### config.mk
export PLATFORM = sky130hd
export DESIGN_NAME = datapath
export DESIGN_NICKNAME = d
export VERILOG_FILES = /design/src/rtl/datapath_pkg.sv /design/src/rtl/alu.sv /design/src/rtl/datapath.sv
export SDC_FILE = /design/constraint.sdc
export NUM_CORES = 2
export LEC_CHECK = 0
export CAP_MARGIN = 10
export CORE_ASPECT_RATIO = 1.25
export CORE_MARGIN = 8
export CORE_UTILIZATION = 55
export DETAILED_ROUTE_END_ITERATION = 16
export PLACE_DENSITY = 0.7
export SLEW_MARGIN = 30
export SYNTH_ARGS = -nofsm -noshare
export SYNTH_HDL_FRONTEND = slang
export SYNTH_HIERARCHICAL = 1
export SYNTH_SLANG_ARGS = --single-unit
### constraint.sdc
create_clock -name clock -period 12.1 [get_ports clock]
set_clock_uncertainty 0.2 [all_clocks]
set_input_delay 2.42 -clock clock [delete_from_list [all_inputs] [get_ports clock]]
set_output_delay 2.42 -clock clock [all_outputs]
set_load 0.1 [all_outputs]
### src/rtl/datapath_pkg.sv
// Shared constants for the register-file/ALU execute core.
// Holds the datapath widths and the ALU opcode encodings.
package datapath_pkg;

  localparam int unsigned XLEN       = 32;
  localparam int unsigned NREGS      = 32;
  localparam int unsigned REG_ADDR_W = 5;
  localparam int unsigned ALU_OP_W   = 4;

  localparam logic [ALU_OP_W-1:0] ALU_AND = 4'b0000;
  localparam logic [ALU_OP_W-1:0] ALU_OR  = 4'b0001;
  localparam logic [ALU_OP_W-1:0] ALU_ADD = 4'b0010;
  localparam logic [ALU_OP_W-1:0] ALU_XOR = 4'b0011;
  localparam logic [ALU_OP_W-1:0] ALU_SUB = 4'b0110;
  localparam logic [ALU_OP_W-1:0] ALU_SLT = 4'b0111;
  localparam logic [ALU_OP_W-1:0] ALU_SLL = 4'b1000;
  localparam logic [ALU_OP_W-1:0] ALU_SRL = 4'b1001;
  localparam logic [ALU_OP_W-1:0] ALU_NOR = 4'b1100;

endpackage

### src/rtl/alu.sv
// Combinational ALU: wrap-around arithmetic, logic, signed compare and shifts.
// Unlisted opcodes produce zero.
module alu
  import datapath_pkg::*;
#(
  parameter int unsigned XLEN = datapath_pkg::XLEN
) (
  input  logic [XLEN-1:0]     a,
  input  logic [XLEN-1:0]     b,
  input  logic [ALU_OP_W-1:0] alu_control,
  output logic [XLEN-1:0]     result,
  output logic                zero
);

  logic [4:0] shamt;
  logic       less;

  assign shamt = b[4:0];
  assign less  = ($signed(a) < $signed(b));

  always_comb begin
    result = '0;
    unique case (alu_control)
      ALU_AND: result = a & b;
      ALU_OR:  result = a | b;
      ALU_ADD: result = a + b;
      ALU_XOR: result = a ^ b;
      ALU_SUB: result = a - b;
      ALU_SLT: result = XLEN'(less);
      ALU_SLL: result = a << shamt;
      ALU_SRL: result = a >> shamt;
      ALU_NOR: result = ~(a | b);
      default: result = '0;
    endcase
  end

  assign zero = (result == '0);

endmodule

### src/rtl/datapath.sv
// Single-cycle execute core: register file with combinational reads feeding the ALU,
// result written back on the rising clock edge; only the zero flag is exported.
module datapath
  import datapath_pkg::*;
#(
  parameter int unsigned XLEN  = datapath_pkg::XLEN,
  parameter int unsigned NREGS = datapath_pkg::NREGS
) (
  input  logic                  clock,
  input  logic                  reset,
  input  logic [REG_ADDR_W-1:0] read_reg_num1,
  input  logic [REG_ADDR_W-1:0] read_reg_num2,
  input  logic [REG_ADDR_W-1:0] write_reg,
  input  logic [ALU_OP_W-1:0]   alu_control,
  input  logic                  regwrite,
  output logic                  zero_flag
);

  logic [XLEN-1:0] regs_q [NREGS];
  logic [XLEN-1:0] regs_d [NREGS];
  logic [XLEN-1:0] op_a;
  logic [XLEN-1:0] op_b;
  logic [XLEN-1:0] alu_result;
  logic            alu_zero;

  // x0 and out-of-range addresses read as zero
  always_comb begin
    op_a = '0;
    op_b = '0;
    if ((read_reg_num1 != '0) && (32'(read_reg_num1) < NREGS)) op_a = regs_q[read_reg_num1];
    if ((read_reg_num2 != '0) && (32'(read_reg_num2) < NREGS)) op_b = regs_q[read_reg_num2];
  end

  alu #(.XLEN(XLEN)) u_alu (
    .a           (op_a),
    .b           (op_b),
    .alu_control (alu_control),
    .result      (alu_result),
    .zero        (alu_zero)
  );

  assign zero_flag = alu_zero;

  // Write-back; writes to x0 are dropped
  always_comb begin
    for (int k = 0; k < int'(NREGS); k++) regs_d[k] = regs_q[k];
    if (regwrite && (write_reg != '0) && (32'(write_reg) < NREGS)) begin
      regs_d[write_reg] = alu_result;
    end
  end

  // Reset loads each register with its own index
  always_ff @(posedge clock or negedge reset) begin
    if (!reset) begin
      for (int k = 0; k < int'(NREGS); k++) regs_q[k] <= XLEN'(k);
    end else begin
      for (int k = 0; k < int'(NREGS); k++) regs_q[k] <= regs_d[k];
    end
  end

endmodule

==> results by stage <==
Detailed routing:
- In the routed layout, each cell is associated on average with a via count of 7.37.
- The detailed-route via count is 49500.
- The number of optimization iterations in the first detailed-route pass is 8.
- The final wirelength is 255 mm.
- Once detail routing completed, the nets flagged for antenna violations numbered 0.
- The post-detailed-route DRC marker count is 0.
- The highest metal layer carrying signal wires in the routed design is met5.
- The routed metal-1 wirelength is 89.3 mm.
- For this block, the initial DRC count from the detailed router was 5904.
- In the detailed route, the total length drawn on met3 is 22.8 mm.
- The average routed wire per standard cell is 37.9 um.
- The routed design uses 118 mm of met2 wire.

Pwr:
- The largest vdd supply drop is 0.000142 V.
- The power share of the sequential group is 0.374.
- Of the total power, the share spent switching nets is 0.366.
- The combinational cell fraction of total power is 0.384.
- The share of power burned in the clock network is 0.242.
- The static leakage is 31.2 nW.
- Summed over all nets, the switching power comes to 0.00505 W.
- The cell internal power dissipation is 0.00875 W.
- Dividing total power by cell area gives a power density of 192 nW/um2.

STA:
- The count of pins over their slew limit came to 0.
- The hold violation total from the final report is 0.
- Headroom to the max-slew limit came out at 0.252.
- Setup total negative slack on the finished layout was measured at 0 ns.
- The final clock period utilization by the worst path is 0.994.
- At the pin with the least slew margin, the transition time is 1.12 ns.
- The worst hold slack is 0.194 ns.
- Setup repair after global routing left no endpoint under its margin.
- The worst path needs 12.03 ns of the cycle, external delays included.
- Based on the critical path, the design can be clocked at up to 83.1 MHz.
- Setup violations remaining at the end of the flow were counted as 0.
- The final worst-path setup slack is 0.0669 ns.

Cells and area:
- The final layout contains 5186 nets.
- The register with the most flip-flops in the layout has 1024 of them.
- The largest registers in the layout are regs_q: 1024 flops.
- The area growth from synthesis to final layout is 10.3%.
- In the layout the commonest cells are sky130_fd_sc_hd__mux2_2, sky130_fd_sc_hd__dfrtp_1, sky130_fd_sc_hd__mux4_2, sky130_fd_sc_hd__buf_4, sky130_fd_sc_hd__mux2i_1.
- After filler insertion, the fill cell instance count of the layout stands at 9052.
- The end-of-flow core utilization is 0.610.
- The most common library cell in the layout ignoring fill and taps is sky130_fd_sc_hd__mux2_2.
- Of the cells placed in the final design, the portion with a size suffix greater than 1 is 0.448.
- The most flop-heavy register is regs_q.

Placement:
- The count of port buffers added during placement is 22.
- Prior to clock tree synthesis, the placed netlist has a worst setup slack of 0.373 ns.
- After legalization and detailed placement, the total HPWL measured 172 mm.
- The congestion estimate from routability-driven global placement came to 1.06.

Clock network:
- The cts-stage hold buffer count is 0.
- TritonCTS built the clock tree.
- The clock net sink count is 1024.
- Clock-pin slew was measured on the worst setup and hold paths at 0.06 ns.
- The number of setup buffers added after CTS is 0.
- The number of buffers created by CTS is 101.
- The tree is rooted in a sky130_fd_sc_hd__clkbuf_16.
- Post-CTS repair changed the size of 0 cells.
- The number of buffers between clock root and the deepest sink is 3.
- Clock latency on the worst-skew pair, taken at its later pin, is 0.77 ns.
- The CTS H-tree depth is 3.

Flow run:
- The tool flagged a number of max-cap violations equal to 0.

Synth:
- The synthesized area is 65300 um2.
- Counting every instance in the synthesized netlist gives 5119.
- The mean instance size in the synthesized netlist is 12.8 um2.
- After synthesis, the netlist uses 100 different library cells.
- The Yosys step of the flow raised 6 warnings.
- The share of the yosys chip area belonging to registers is 0.394.
- Among all flip-flop cells after synthesis, the most frequent one is sky130_fd_sc_hd__dfrtp_1.
- The number of synthesized register bits is 1024.
- After synthesis, the share of flip-flops with an asynchronous set or reset is 1.00.
- The number of nets handed over by synthesis was 5246.
- The synthesized design contains 0 enable-type register cells.

Critical path:
- The delay of the slowest cell on the worst path is 0.70 ns.
- The worst setup path is of the in -> out kind.
- Traced cell by cell, the critical path runs through buf_8, buf_4, buf_4, mux4_2, mux2_2, o21ai_1, a311oi_1, inv_1, ha_1, and4_1, nand2b_1, o221ai_1, nand4_1, o21ai_0, nand4b_1, a21oi_1, o41a_1, nor2_1, nand4_1, nor4_2, buf_4, buf_12.
- Data on the critical path arrives at its endpoint at 9.41 ns.
- STA classifies the critical path startpoint as an input port.
- Data on the critical path is required at its endpoint by 9.48 ns.
- For this design, the slowest cell found on the critical path is sky130_fd_sc_hd__a311oi_1.
- The critical path's most frequent cell is sky130_fd_sc_hd__buf_4.
- Along the worst path, the maximum fanout reaches 69.
- STA classifies the critical path endpoint as an output pin.

Floorplanning:
- From bottom edge to top edge, the die measures 401 um.
- In this run the standard cell core region covers 118000 um2.
- The I/O pin total is 23.
- The starting utilization of the core area is 0.553.
- The floorplan has 141 rows.
- The die outline width is 324 um.
- The die covers 130000 um2.

Global route:
- For this run, the total global-route usage over all layers was measured as 0.387.
- The global route total overflow is 0.
- The first global-routing pass estimated 365 mm of wire.
- The pin count of the biggest net entering global routing is 178.
- The via count of the first global-routing pass is 50200.
- The initial antenna violation count is 5.

Status:
- The run finished with clean final reports.

Hold path:
- The type of the worst min-delay path is reg -> reg.
==> cells in the mapped netlist, types with 24 or more instances <==
library cell                   n  area share
sky130_fd_sc_hd__a211oi_1     95       0.011
sky130_fd_sc_hd__a21oi_1     129      0.0099
sky130_fd_sc_hd__a221oi_1     66      0.0089
sky130_fd_sc_hd__a22oi_1      88       0.010
sky130_fd_sc_hd__a311oi_1     68      0.0091
sky130_fd_sc_hd__buf_2       181       0.014
sky130_fd_sc_hd__buf_4        64      0.0074
sky130_fd_sc_hd__buf_6        38      0.0066
sky130_fd_sc_hd__clkbuf_1    257       0.015
sky130_fd_sc_hd__dfrtp_1     944        0.36
sky130_fd_sc_hd__dfstp_2      80       0.032
sky130_fd_sc_hd__ha_1        103       0.020
sky130_fd_sc_hd__inv_1        98      0.0056
sky130_fd_sc_hd__mux2_1       50      0.0086
sky130_fd_sc_hd__mux2_2     1032        0.18
sky130_fd_sc_hd__mux2i_1     187       0.029
sky130_fd_sc_hd__mux4_2      495        0.17
sky130_fd_sc_hd__nand2_1     170      0.0098
sky130_fd_sc_hd__nand3_1      38      0.0029
sky130_fd_sc_hd__nor2_1      174       0.010
sky130_fd_sc_hd__nor2b_1      85      0.0081
sky130_fd_sc_hd__nor3_1       34      0.0026
sky130_fd_sc_hd__o2111ai_1    24      0.0032
sky130_fd_sc_hd__o211ai_1     33      0.0038
sky130_fd_sc_hd__o21ai_0      96      0.0074
sky130_fd_sc_hd__o21ai_1     110      0.0084
==> cells by family (layout without fill, tap and decap cells) <==
logic type,Yosys count,in the layout,share of synthesized area
buffers and inverters,664,692,0.0509
AOI/OAI and AO/OA,891,891,0.0952
other,0,4,0
xor gates and xnor gates,9,9,0.00121
muxes,1770,1770,0.388
DFF,1024,1024,0.394
adders and majority gates,105,105,0.0203
and+or+nand+nor,656,656,0.0504
==> power groups by stage <==
stage	Clock (W)	Sequential (W)	Combinational, W
detailed placement	0	0.00518	0.00514
global placement	0	0.00509	0.00508
global route	0.00349	0.00527	0.00550
floorplan	0	0.00492	0.00345
finish	0.00334	0.00517	0.00530
CTS	0.00337	0.00512	0.00517
==> metrics by stage <==
step / cell area (um2) / power [W] / cells
2_1_floorplan: 65300 / 0.00837 / 5119
3_3_place_gp: 68300 / 0.0102 / 6524
3_5_place_dp: 68400 / 0.0103 / 6527
4_1_cts: 71900 / 0.0137 / 6718
5_1_grt: 72000 / 0.0143 / 6720
6_report: 72100 / 0.0138 / 6724
==> path summary, 6_finish.rpt <==
path                                        from  cells past startpoint  slack, ns          end
worst max-delay path            read_reg_num2[2]                     22       0.07    zero_flag
worst min-delay path                 regs_q[996]                      0       0.19  regs_q[996]
worst max register to register       regs_q[417]                     20       5.46  regs_q[606]
worst min register to register       regs_q[996]                      0       0.19  regs_q[996]
max in group asynchronous                  reset                      4       8.11  regs_q[216]
min in group asynchronous                  reset                      1       1.48  regs_q[406]
==> final cells by class <==
class                           instances  area, um2  area share
Sequential cell                      1024      25700       0.357
Antenna cell                            4       10.0    0.000139
Clock buffer                          156       3030      0.0420
Tap cell                             1573       1970      0.0273
Multi-Input combinational cell       3431      36900       0.513
Inverter                              102        388     0.00538
Timing Repair Buffer                  399       3490      0.0485
Clock inverter                         35        500     0.00695
==> per-layer routing <==
metal,vias to the layer above,track usage
met5,-,0
met4,4,0.296
met3,1012,0.0828
met2,3016,0.604
met1,25900,0.466
li1,19600,-
==> worst max-delay path: cells and delay by family <==
kind                     cells  cell delay [ns]
AO/OA/AOI/OAI                6             2.24
adder cells (fa/ha/maj)      1             0.56
buffers and inverters        6             2.00
multiplexers                 2             0.45
AND/OR/NAND/NOR              7             1.57
No activity file was read; power rests on OpenSTA's default activity.
